File: src/rtl/cam_cfg_pkg.sv
// cam_cfg_pkg: shared state encoding and table markers for the camera configuration sequencer
package cam_cfg_pkg;
    typedef enum logic [2:0] {
        S_IDLE, S_FETCH, S_WAIT_ROM, S_DECODE, S_WRITE, S_DELAY, S_DONE, S_ERR
    } state_t;
    localparam logic [15:0] END_MARK   = 16'hFFFF;
    localparam logic [7:0]  DLY_PREFIX = 8'hFF;
    function automatic int cyc_per_ms(input int clk_hz);
        return clk_hz / 1000;
    endfunction
endpackage

File: src/rtl/cam_cfg_seq_if.sv
// cam_cfg_seq_if: register-write handshake between the sequencer and the SCCB write master
interface cam_cfg_seq_if;
    logic       valid;
    logic [7:0] reg_addr;
    logic [7:0] data;
    logic       ready;
    modport master(output valid, reg_addr, data, input ready);
    modport slave(input valid, reg_addr, data, output ready);
endinterface

File: src/rtl/cam_ms_timer.sv
// cam_ms_timer: millisecond delay timer; o_expired marks the last cycle of an i_ms*CPM cycle window
module cam_ms_timer #(
    parameter int CPM = 27000
) (
    input  logic       clk,
    input  logic       rst_n,
    input  logic       i_load,
    input  logic [7:0] i_ms,
    output logic       o_expired
);
    localparam int CW = $clog2(CPM > 1 ? CPM : 2);
    localparam logic [CW-1:0] CYC_LAST = CW'(CPM - 1);
    logic [CW-1:0] cyc_q, cyc_d;
    logic [7:0] ms_q, ms_d, tgt_q, tgt_d;
    logic run_q, run_d, wrap;
    always_comb begin
        wrap      = run_q && cyc_q == CYC_LAST;
        o_expired = wrap && ms_q == tgt_q - 8'd1;
        cyc_d     = (i_load || wrap) ? '0 : cyc_q + CW'(run_q);
        ms_d      = i_load ? 8'd0 : ms_q + 8'(wrap);
        tgt_d     = i_load ? i_ms : tgt_q;
        run_d     = i_load ? i_ms != 8'd0 : run_q && !o_expired;
    end
    always_ff @(posedge clk or negedge rst_n) begin
        if (!rst_n) begin
            cyc_q <= '0;
            ms_q  <= '0;
            tgt_q <= '0;
            run_q <= 1'b0;
        end else begin
            cyc_q <= cyc_d;
            ms_q  <= ms_d;
            tgt_q <= tgt_d;
            run_q <= run_d;
        end
    end
endmodule

File: src/rtl/cam_cfg_seq.sv
// cam_cfg_seq: walks a {reg,data} table, issuing SCCB writes and executing delay/end markers
module cam_cfg_seq
    import cam_cfg_pkg::*;
#(
    parameter int ADDR_W     = 8,
    parameter int CLK_HZ     = 27_000_000,
    parameter int DELAY_MS   = 10,
    parameter bit SCALED_DLY = 1'b0
) (
    input  logic              i_clk,
    input  logic              i_rstn,
    input  logic              i_start,
    input  logic [ADDR_W-1:0] i_base,
    output logic [ADDR_W-1:0] o_rom_addr,
    input  logic [15:0]       i_rom_data,
    cam_cfg_seq_if.master     sccb,
    output logic              o_busy,
    output logic              o_done,
    output logic              o_err,
    output logic [ADDR_W-1:0] o_wr_count
);
    localparam logic [ADDR_W-1:0] ADDR_MAX = '1;
    state_t state_q, state_d;
    logic [ADDR_W-1:0] addr_q, addr_d, cnt_q, cnt_d;
    logic [7:0] reg_q, reg_d, data_q, data_d, dly_ms;
    logic valid_q, valid_d, busy_q, busy_d, done_q, done_d, err_q, err_d;
    logic is_dly, tmr_load, tmr_exp, adv;
    always_comb begin
        state_d  = state_q;
        addr_d   = addr_q;
        cnt_d    = cnt_q;
        reg_d    = reg_q;
        data_d   = data_q;
        valid_d  = valid_q;
        busy_d   = busy_q;
        done_d   = done_q;
        err_d    = err_q;
        is_dly   = i_rom_data[15:8] == DLY_PREFIX;
        dly_ms   = SCALED_DLY ? i_rom_data[7:0] : 8'(DELAY_MS);
        tmr_load = 1'b0;
        adv      = 1'b0;
        case (state_q)
            S_IDLE, S_DONE, S_ERR: if (i_start) begin
                state_d = S_FETCH;
                addr_d  = i_base;
                cnt_d   = '0;
                busy_d  = 1'b1;
                done_d  = 1'b0;
                err_d   = 1'b0;
            end
            S_FETCH:    state_d = S_WAIT_ROM;
            S_WAIT_ROM: state_d = S_DECODE;
            S_DECODE:
                if (i_rom_data == END_MARK) begin
                    state_d = S_DONE;
                    done_d  = 1'b1;
                    busy_d  = 1'b0;
                end else if (is_dly && dly_ms != 8'd0) begin
                    tmr_load = 1'b1;
                    state_d  = S_DELAY;
                end else if (is_dly) begin
                    adv = 1'b1;
                end else begin
                    state_d = S_WRITE;
                    valid_d = 1'b1;
                    reg_d   = i_rom_data[15:8];
                    data_d  = i_rom_data[7:0];
                end
            S_WRITE: if (sccb.ready) begin
                valid_d = 1'b0;
                cnt_d   = cnt_q == ADDR_MAX ? cnt_q : cnt_q + 1'b1;
                adv     = 1'b1;
            end
            S_DELAY: adv = tmr_exp;
            default: state_d = S_IDLE;
        endcase
        // the table never wraps: stepping past the last address is a missing end marker
        if (adv) begin
            if (addr_q == ADDR_MAX) begin
                state_d = S_ERR;
                err_d   = 1'b1;
                busy_d  = 1'b0;
            end else begin
                state_d = S_FETCH;
                addr_d  = addr_q + 1'b1;
            end
        end
    end
    always_ff @(posedge i_clk or negedge i_rstn) begin
        if (!i_rstn) begin
            state_q <= S_IDLE;
            addr_q  <= '0;
            cnt_q   <= '0;
            reg_q   <= '0;
            data_q  <= '0;
            valid_q <= 1'b0;
            busy_q  <= 1'b0;
            done_q  <= 1'b0;
            err_q   <= 1'b0;
        end else begin
            state_q <= state_d;
            addr_q  <= addr_d;
            cnt_q   <= cnt_d;
            reg_q   <= reg_d;
            data_q  <= data_d;
            valid_q <= valid_d;
            busy_q  <= busy_d;
            done_q  <= done_d;
            err_q   <= err_d;
        end
    end
    cam_ms_timer #(.CPM(cyc_per_ms(CLK_HZ))) u_tmr (
        .clk      (i_clk),
        .rst_n    (i_rstn),
        .i_load   (tmr_load),
        .i_ms     (dly_ms),
        .o_expired(tmr_exp)
    );
    assign o_rom_addr    = addr_q;
    assign o_wr_count    = cnt_q;
    assign o_busy        = busy_q;
    assign o_done        = done_q;
    assign o_err         = err_q;
    assign sccb.valid    = valid_q;
    assign sccb.reg_addr = reg_q;
    assign sccb.data     = data_q;
endmodule

File: src/flat_wrapper.sv
// flat-port wrapper written by rule: the top's interface ports become plain ports
module cam_cfg_seq_flat import cam_cfg_pkg::*;
#(
    parameter int ADDR_W     = 8,
    parameter int CLK_HZ     = 27_000_000,
    parameter int DELAY_MS   = 10,
    parameter bit SCALED_DLY = 1'b0
)
  (i_clk, i_rstn, i_start, i_base, o_rom_addr, i_rom_data, o_busy, o_done, o_err, o_wr_count, sccb_valid, sccb_reg_addr, sccb_data, sccb_ready);
  cam_cfg_seq_if sccb_i ();
  input  logic i_clk;
  input  logic i_rstn;
  input  logic i_start;
  input  logic [ADDR_W-1:0] i_base;
  output logic [ADDR_W-1:0] o_rom_addr;
  input  logic [15:0] i_rom_data;
  output logic o_busy;
  output logic o_done;
  output logic o_err;
  output logic [ADDR_W-1:0] o_wr_count;
  output wire logic [$bits(sccb_i.valid)-1:0] sccb_valid;
  output wire logic [$bits(sccb_i.reg_addr)-1:0] sccb_reg_addr;
  output wire logic [$bits(sccb_i.data)-1:0] sccb_data;
  input wire logic [$bits(sccb_i.ready)-1:0] sccb_ready;
  assign sccb_valid = sccb_i.valid;
  assign sccb_reg_addr = sccb_i.reg_addr;
  assign sccb_data = sccb_i.data;
  assign sccb_i.ready = sccb_ready;
  cam_cfg_seq #(.ADDR_W(ADDR_W), .CLK_HZ(CLK_HZ), .DELAY_MS(DELAY_MS), .SCALED_DLY(SCALED_DLY)) u_core (.i_clk(i_clk), .i_rstn(i_rstn), .i_start(i_start), .i_base(i_base), .o_rom_addr(o_rom_addr), .i_rom_data(i_rom_data), .sccb(sccb_i), .o_busy(o_busy), .o_done(o_done), .o_err(o_err), .o_wr_count(o_wr_count));
endmodule
File: config.mk
export PLATFORM = sky130hd
export DESIGN_NAME = cam_cfg_seq_flat
export DESIGN_NICKNAME = d
export VERILOG_FILES = /design/src/rtl/cam_cfg_pkg.sv /design/src/rtl/cam_cfg_seq_if.sv /design/src/rtl/cam_ms_timer.sv /design/src/rtl/cam_cfg_seq.sv /design/src/flat_wrapper.sv
export SDC_FILE = /design/constraint.sdc
export NUM_CORES = 1
export LEC_CHECK = 0
export ABC_AREA = 0
export ABC_CLOCK_PERIOD_IN_PS = 3050
export CORE_ASPECT_RATIO = 0.7
export CORE_MARGIN = 2
export CORE_UTILIZATION = 50
export DETAILED_ROUTE_END_ITERATION = 16
export GPL_TIMING_DRIVEN = 0
export PLACE_DENSITY_LB_ADDON = 0.08
export SYNTH_ARGS = -nofsm -noshare
export SYNTH_HDL_FRONTEND = slang
export SYNTH_SLANG_ARGS = --single-unit
File: constraint.sdc
create_clock -name i_clk -period 3.05 [get_ports i_clk]
set_input_delay 0.305 -clock i_clk [delete_from_list [all_inputs] [get_ports i_clk]]
set_output_delay 0.305 -clock i_clk [all_outputs]
set_load 0.03 [all_outputs]
* After elaboration in Yosys (flattened, before gate mapping)
Cells that the tools add are included.
** Storage, ports and cells
- Register bits :: 64
- Memories :: 0
- Bits in read-only memories :: 0
- Latch bits :: 0
- Input port bits :: 28
- Bits in writable memories :: 0
** Operators by class
- Bitwise operators :: 2
- Reductions and logical operators :: 16
- Shift operators :: 0
- Mux-type cells :: 38
- Equal/unequal tests :: 20
- Divide/modulo/power cells :: 0
- Order comparisons :: 0
- $add $sub $neg :: 5
- Multiply operators :: 0
** Operator list (number)
- $mux 8 :: 8
- $eq 8x8->1 const B :: 3
- $mux 1 :: 19
- $add 8x1->8 const B :: 2
- $eq 16x16->1 const B :: 1
- $pmux 8 s2 :: 1
- $add 15x1->15 :: 1
- $eq 15x15->1 const B :: 1
- $mux 15 :: 1
- $eq 3x3->1 const B :: 4
- $mux 3 :: 4
- $pmux 3 s4 :: 1
- $ne 2x2->1 const B :: 5
- $add 8x1->8 :: 1
- $eq 8x8->1 :: 1
- $pmux 1 s2 :: 4
- $reduce_and 4->1 :: 2
- $eq 3x2->1 const B :: 2
- $reduce_and 3->1 :: 2
- $reduce_bool 2->1 :: 3
- $reduce_bool 5->1 :: 1
- $sub 4x1->5 const B :: 1
- $eq 3x1->1 const B :: 1
- $logic_and 1x1->1 :: 3
- 8 further kinds :: 9

* Depth between registers and ports, before layout
Gate-level depths: netlist of the first run.
- Depth in word-level cells :: 6
- Mapped depth :: 9
- Mapped depth without buffers :: 8

* By module
Synthesis of the first run repeated with hierarchy kept, for this count alone.
** Unflattened totals
- Cells, all modules :: 371
- Area total of the unflattened synthesis :: 3843.7 um^2
** By module, submodules not included
- cam_cfg_seq :: area an instance 2038.2 um^2, seq. area each 975.9 um^2, cells an instance 192, times used 1
- cam_ms_timer :: area an instance 1805.5 um^2, seq. area each 800.8 um^2, cells an instance 179, times used 1

* Worst setup path before layout of the first run
Ideal clock, no wire load.
- Path type :: reg-to-reg
- From :: reg u_core.u_tmr.ms_q[4]
- To :: reg u_core.addr_q[2] (netlist: u_core.o_rom_addr[2])
- Arrival :: 2.153 ns
- Cell stages (with the launch flop) :: 7
- Clock period less this slack :: 2.276 ns
- Setup slack :: 0.774 ns
- Required time :: 2.927 ns
- Path through :: dfrtp_1 > or4_1 > nor4b_2 > o2111ai_2 > o22ai_4 > mux2_2 > o221a_2
** Between the ends
- Longest elaborated chain between the ends :: 4
** Ends and longest elaborated chain
- from (decl) :: RTL line cam_ms_timer.sv:14 : logic [7:0] ms_q, ms_d, tgt_q, tgt_d;
- from (signal assigned) :: RTL line cam_ms_timer.sv:32 : ms_q <= ms_d;
- $eq 8x8->1 :: RTL line cam_ms_timer.sv:18 : o_expired = wrap && ms_q == tgt_q - 8'd1;
- $logic_and 1x1->1 :: RTL line cam_ms_timer.sv:18
- $pmux 1 s2 :: RTL line cam_cfg_seq.sv:42 : case (state_q)
- $mux 8 :: RTL line cam_cfg_seq.sv:78 : if (adv) begin
- net u_core.addr_d[2] :: RTL line cam_cfg_seq.sv:24 : logic [ADDR_W-1:0] addr_q, addr_d, cnt_q, cnt_d;
- to (signal assigned) :: RTL line cam_cfg_seq.sv:102 : addr_q <= addr_d;
- to (decl) :: RTL line cam_cfg_seq.sv:24
The timed path passes the listed nets, and every way through them passes these cells.
A chain may end at the register's enable or synchronous reset.

* Worst setup path in the final report of the first run
- From :: reg u_core.u_tmr.ms_q[4]
- To :: reg u_core.addr_q[3] (netlist: u_core.o_rom_addr[3])
The elaborated chain is that of the path after synthesis.

==> results.sh, run 1 <==
export IMPL_dieArea_um2=6920
export IMPL_drt_wl_total_um=6490
export IMPL_synth_compound_area_frac=0.0931
export IMPL_synth_edf_count=0
export IMPL_endpoint_kind="flop"
export IMPL_avgSynthCellArea_um2=10.6
export IMPL_ys_warn_count=0
export IMPL_grt_pass1_vias=2374
export IMPL_netSwitchingFraction=0.387
export IMPL_status="complete, no violations"
export IMPL_grt_pass1_wl_um=11200
export IMPL_min_period_ps=2520
export IMPL_post_cts_setup_buffers=0
export IMPL_peakVddDrop_mv=0.525
export IMPL_grt_total_usage=0.206
export IMPL_nets=404
export IMPL_clk_path_buf_depth=2
export IMPL_wl_per_cell_um=14.3
export IMPL_finalHoldViolations=0
export IMPL_power_density_nw_per_um2=926
export IMPL_cts_hold_fix_buffers=0
export IMPL_internal_power_mw=2.30
export IMPL_cp_arrival_ps=2740
export IMPL_ant_nets=0
export IMPL_layout_cells_non_filler=453
export IMPL_dp_cells=437
export IMPL_syn2layout_area_growth_pct=29.2
export IMPL_via_count=2408
export IMPL_reg2reg_from="u_core.u_tmr.ms_q[4]$_DFF_PN0_"
export IMPL_slowest_stage="or4_1"
export IMPL_required_ps=3270
export IMPL_syn_nets=330
export IMPL_critPathLaunchType="flop"
export IMPL_core_area_um2=6130
export IMPL_r2r_end="u_core.o_rom_addr[3]$_DFF_PN0_"
export IMPL_insertion_delay_ps=330
export IMPL_synthArstFlopShare=1.00
export IMPL_gp_congestion=0.838
export IMPL_cp_cell_sequence="or4_1 > nor4b_2 > o2111ai_2 > o22ai_4 > mux2_2 > o221a_2"
export IMPL_fp_dieH_um=70.2
export IMPL_synth_seq_cells=64
export IMPL_post_cts_resized=0
export IMPL_yosys_area_share_adder=0.0240
export IMPL_power_switching_mw=1.45
export IMPL_antenna_found_initial=0
export IMPL_setup_viol=0
export IMPL_antenna_cells=0
export IMPL_netlist_instances=296
export IMPL_synthSimpleGateAreaFrac=0.209
export IMPL_total_leakage_power_nw=1.66
export IMPL_ys_seq_area_frac=0.511
export IMPL_grt_overflow_total=0
export IMPL_relSlewSlack=0.474
export IMPL_cts_tree="built"
export IMPL_rsz0062_at_grt="false"
export IMPL_cts_made_buffers=9
export IMPL_critical_path_class="reg2reg"
export IMPL_ys_flop_type="dfrtp_1"
export IMPL_drv_cap=0
export IMPL_ios=64
export IMPL_htreeDepth=3
export IMPL_pwr_share_seq=0.378
export IMPL_numPortBuffers=63
export IMPL_num_rows=24
export IMPL_post_route_period_util=0.826
export IMPL_drive_above_1_share=0.131
export IMPL_layout_commonest_cell="dfrtp_1"
export IMPL_drtIter0Drc=67
export IMPL_syn_area_um2=3130
export IMPL_drc=0
export IMPL_clkTransAtPathRegs_ps=70
export IMPL_initial_core_util=0.511
export IMPL_p_comb_frac=0.436
export IMPL_via_per_inst=5.32
export IMPL_r2r_setup_slack_ps=530
export IMPL_cts_root_buf="clkbuf_8"
export IMPL_grt_max_degree=65
export IMPL_slew_violations=0
export IMPL_dp_hpwl_um=4710
export IMPL_r2r_cells=6
export IMPL_max_freq_mhz=397
export IMPL_power_total_mw=3.75
export IMPL_cts_sinks=64
export IMPL_synthMuxAreaShare=0.0751
export IMPL_fin_skew_ps=6.59
export IMPL_synth_xor_area_frac=0.0587
export IMPL_slowest_delay_ps=570
export IMPL_crit_fanout=5
export IMPL_first_pass_iters=4
export IMPL_layout_common_cells="dfrtp_1, clkdlybuf4s50_1, nor2_1, nand2_1, mux2_2"
export IMPL_crit_start="u_core.u_tmr.ms_q[4]$_DFF_PN0_"
export IMPL_synth_top_family_by_area="simple AND/OR/NAND/NOR gates"
export IMPL_crit_end="u_core.o_rom_addr[3]$_DFF_PN0_"
export IMPL_dieWidth_um=98.6
export IMPL_tightest_slew_ps=790
export IMPL_p_clk_frac=0.186
export IMPL_ys_types=43
export IMPL_hold_class="in2async"
## cells by family (layout without fill, tap and decap cells)
group,Yosys count,after routing
AND/OR/NAND/NOR,127,127
buffers and inverters,18,97
XOR/XNOR,21,21
flip-flops,64,64
adder cells (fa/ha/maj),6,6
multiplexers,21,21
AO/OA/AOI/OAI,39,39
## power groups by stage
| stage | logic [mW] | registers, mW | clock network, mW |
|---|---|---|---|
| final | 1.63 | 1.42 | 0.698 |
| after global routing | 1.77 | 1.47 | 0.761 |
| after CTS | 1.65 | 1.41 | 0.724 |
| after detailed placement | 1.64 | 1.42 | 0 |
| after global placement | 1.60 | 1.41 | 0 |
| after floorplan | 0.721 | 1.74 | 0 |
## critical path: cells and delay by family, from the launching register on
kind,cells,cell delay [ps]
compound gates,3,750
flops,1,430
mux,1,380
simple gates,2,850
## synthesized netlist by cell type (all sizes together), types with 2 or more instances
library cell	number	area (µm²)
a221o	2	20.0
inv	8	30.0
o21ai	12	60.1
nand4b	3	26.3
nor2	41	154
o221a	4	45.0
a21boi	3	22.5
o22ai	4	38.8
xor2	9	78.8
or2	3	18.8
nor2b	2	12.5
a21oi	5	25.0
nand2	21	78.8
clkbuf	7	26.3
ha	6	75.1
nand4bb	2	22.5
nand2b	2	12.5
nand3	18	90.1
dfrtp	64	1600
nand4	13	81.3
mux2	20	225
or3	4	25.0
o21a	2	15.0
buf	3	33.8
xnor2	12	105
nor3	6	30.0
and3	6	37.5
## stage by stage
step	setup WS [ps]	TNS (ps)	instance area, µm²	utilization	hold WS [ps]
finish	531	0	4050	0.661	54.0
detailed placement	449	0	3860	0.630	445
floorplan	774	0	3130	-	9.41
global route	392	0	4050	0.661	102
global placement	-455	-28900	3860	0.630	463
CTS	511	0	4050	0.661	73.1
## flip-flops by register name, indices dropped and copies added (netlist names)
| name | cells |
|---|---|
| u_core.u_tmr.cyc_q | 15 |
| u_core.sccb.reg_addr | 8 |
| u_core.o_busy | 1 |
| u_core.sccb.valid | 1 |
| u_core.u_tmr.tgt_q | 1 |
| u_core.o_rom_addr | 8 |
| u_core.o_err | 1 |
| u_core.state_q | 3 |
| u_core.u_tmr.run_q | 1 |
| u_core.u_tmr.ms_q | 8 |
| u_core.o_wr_count | 8 |
| u_core.o_done | 1 |
| u_core.sccb.data | 8 |
## how the worst min path moves through the flow
stage	startpoint	endpoint	slack, ps	cells after the start
final	i_rstn	u_core.sccb.reg_addr[3]$_DFFE_PN0P_	50	1
after global routing	i_rstn	u_core.sccb.reg_addr[1]$_DFFE_PN0P_	100	1
after CTS	i_rstn	u_core.sccb.reg_addr[2]$_DFFE_PN0P_	70	1
after detailed placement	i_rstn	u_core.sccb.reg_addr[2]$_DFFE_PN0P_	450	1
after global placement	u_core.sccb.valid$_DFFE_PN0P_	u_core.sccb.valid$_DFFE_PN0P_	460	2
after floorplan	i_rstn	u_core.o_busy$_DFF_PN0_	9	0
## final cells by class
class	count	area (µm²)
buffer	10	60.1
clock buffer	12	135
clock inverter	4	55.1
fill	508	2080
inverter	8	30.0
multi-input combinational	214	1440
sequential	64	1600
tap	78	97.6
timing repair buffer	63	628
## metal layers
metal / wire, µm / track usage
met2: 2680 / 0.295
met1: 3330 / 0.294
met4: 72 / 0.0731
met3: 406 / 0.0671
met5: 0 / 0
No activity file was read; power rests on OpenSTA's default activity.
==> run 2: changes to the inputs <==
- ABC_CLOCK_PERIOD_IN_PS: 3050 -> 2090
- CORE_UTILIZATION: 50 -> 46
- clock period: 3.05 -> 2.09 ns (I/O delays scaled with it)
==> results.sh, run 2 (synthesis gave the netlist of run 1 again) <==
export IMPL_clk_path_buf_depth=2
export IMPL_via_count=2497
export IMPL_clkTransAtPathRegs_ps=70
export IMPL_tightest_slew_ps=847
export IMPL_setup_slack_ps=-246
export IMPL_r2r_setup_slack_ps=-250
export IMPL_nets=415
export IMPL_dp_hpwl_um=4450
export IMPL_internal_power_mw=3.73
export IMPL_grt_overflow_total=0
export IMPL_violations="negative setup slack"
export IMPL_largest_register_ffs=15
export IMPL_finalHoldViolations=0
export IMPL_endpoint_kind="flop"
export IMPL_slew_violations=0
export IMPL_cts_root_buf="clkbuf_8"
export IMPL_max_freq_mhz=428
export IMPL_via_per_inst=5.20
export IMPL_hold_slack_ps=481
export IMPL_crit_end="u_core.o_rom_addr[2]$_DFF_PN0_"
export IMPL_ant_nets=0
export IMPL_grt_pass1_wl_um=10900
export IMPL_r2r_end="u_core.o_rom_addr[2]$_DFF_PN0_"
export IMPL_grt_total_usage=0.189
export IMPL_min_period_ps=2340
export IMPL_layout_commonest_cell="dfrtp_1"
export IMPL_netSwitchingFraction=0.371
export IMPL_dieArea_um2=7490
export IMPL_fp_dieH_um=73.0
export IMPL_pwr_share_seq=0.358
export IMPL_wl_per_cell_um=14.3
export IMPL_drv_cap=0
export IMPL_drt_wl_total_um=6840
export IMPL_numPortBuffers=63
export IMPL_reg2reg_from="u_core.u_tmr.ms_q[5]$_DFF_PN0_"
export IMPL_drtIter0Drc=149
export IMPL_insertion_delay_ps=340
export IMPL_setup_viol=12
export IMPL_crit_start="u_core.u_tmr.ms_q[5]$_DFF_PN0_"
export IMPL_relSlewSlack=0.432
export IMPL_cts_tree="built"
export IMPL_grt_max_degree=65
export IMPL_num_rows=25
export IMPL_crit_fanout=5
export IMPL_dieWidth_um=103
export IMPL_post_route_period_util=1.12
export IMPL_power_switching_mw=2.20
export IMPL_layout_cells_non_filler=480
export IMPL_status="complete, but fails checks"
export IMPL_layout_common_cells="dfrtp_1, clkdlybuf4s50_1, nor2_1, nand2_1, nand3_1"
export IMPL_required_ps=2320
export IMPL_p_comb_frac=0.429
export IMPL_gp_congestion=0.768
export IMPL_antenna_cells=0
export IMPL_regMostFlops="u_core.u_tmr.cyc_q"
export IMPL_first_pass_iters=6
export IMPL_r2r_cells=6
export IMPL_fin_skew_ps=8.67
export IMPL_grt_pass1_vias=2320
export IMPL_ios=64
export IMPL_syn2layout_area_growth_pct=38.2
export IMPL_tns_ps=-2320
export IMPL_p_clk_frac=0.213
export IMPL_hold_class="reg2reg"
export IMPL_fin_util=0.649
export IMPL_core_area_um2=6660
export IMPL_cts_sinks=64
export IMPL_drive_above_1_share=0.199
export IMPL_rsz0062_at_grt="true"
export IMPL_htreeDepth=3
export IMPL_antenna_found_initial=0
export IMPL_power_total_mw=5.93
export IMPL_initial_core_util=0.470
export IMPL_peakVddDrop_mv=0.760
export IMPL_drc=0
export IMPL_total_leakage_power_nw=1.78
export IMPL_power_density_nw_per_um2=1370
export IMPL_cts_made_buffers=9
export IMPL_cp_arrival_ps=2560
export IMPL_critical_path_class="reg2reg"
export IMPL_critPathLaunchType="flop"
export IMPL_dp_cells=453
export IMPL_final_fill_count=557
## run 2: cell types whose count changed in the layout (fill, tap and decap cells not counted), sizes merged
cell / change
inv: +1
bufinv: +2
buf: +13
clkbuf: -4
clkinv: -1
dlygate4sd3: +1
clkinvlp: -1
## run 2: power groups by stage
stage / combinational [mW] / sequential (mW) / clock (mW)
after floorplan: 1.05 / 2.53 / 0
after detailed placement: 2.37 / 2.07 / 0
after CTS: 2.51 / 2.06 / 1.30
after global routing: 2.71 / 2.19 / 1.35
after global placement: 2.34 / 2.07 / 0
final: 2.54 / 2.13 / 1.26
## run 2: final cells by class
type                       instances  area [µm²]  share of cell area
clock buffer                      11         131              0.0304
multi-input combinational        214        1550               0.357
clock inverter                     5         104              0.0240
buffer                             7        55.1              0.0127
inverter                           8        30.0             0.00694
sequential                        64        1600               0.370
tap                               94         118              0.0272
timing repair buffer              77         739               0.171
## run 2: repair_timing
item | in CTS | in global routing
setup buffers | 10 | 3
setup endpoints to repair | 32 | 33
hold buffers | 1 | 0
pin swaps | 10 | 4
resized for setup | 21 | 9
endpoints found under the hold margin | 31 | 0
## run 2: how the worst min path moves through the flow
stage / from / end / slack (ps) / cells after the start
finish: u_core.o_err$_DFF_PN0_ / u_core.o_err$_DFF_PN0_ / 480 / 2
global route: i_base[0] / u_core.o_rom_addr[0]$_DFF_PN0_ / 510 / 3
floorplan: i_rstn / u_core.o_busy$_DFF_PN0_ / -90 / 0
global placement: u_core.sccb.valid$_DFFE_PN0P_ / u_core.sccb.valid$_DFFE_PN0P_ / 460 / 2
CTS: u_core.o_err$_DFF_PN0_ / u_core.o_err$_DFF_PN0_ / 480 / 2
detailed placement: i_rstn / u_core.sccb.reg_addr[1]$_DFFE_PN0P_ / 360 / 1
## run 2: critical path: stages (launching register included)
cell	delay, ps
dfrtp_1	380
or4_4	550
nor4b_4	230
o2111ai_2	220
o22ai_4	290
mux2_4	340
o221a_4	220
## run 2: through the flow
step           setup slack, ps  cell area (µm²)
2_1_floorplan             -186             3130
3_3_place_gp             -1390             3880
3_5_place_dp              -381             3880
4_1_cts                   -325             4290
5_1_grt                   -340             4330
6_report                  -246             4330
## run 2: layer usage
| metal | track usage | wire [µm] | part of all wire |
|---|---|---|---|
| met5 | 0 | 0 | 0 |
| met4 | 0.0667 | 97 | 0.014 |
| met3 | 0.0536 | 465 | 0.068 |
| met2 | 0.261 | 2670 | 0.39 |
| met1 | 0.282 | 3610 | 0.53 |
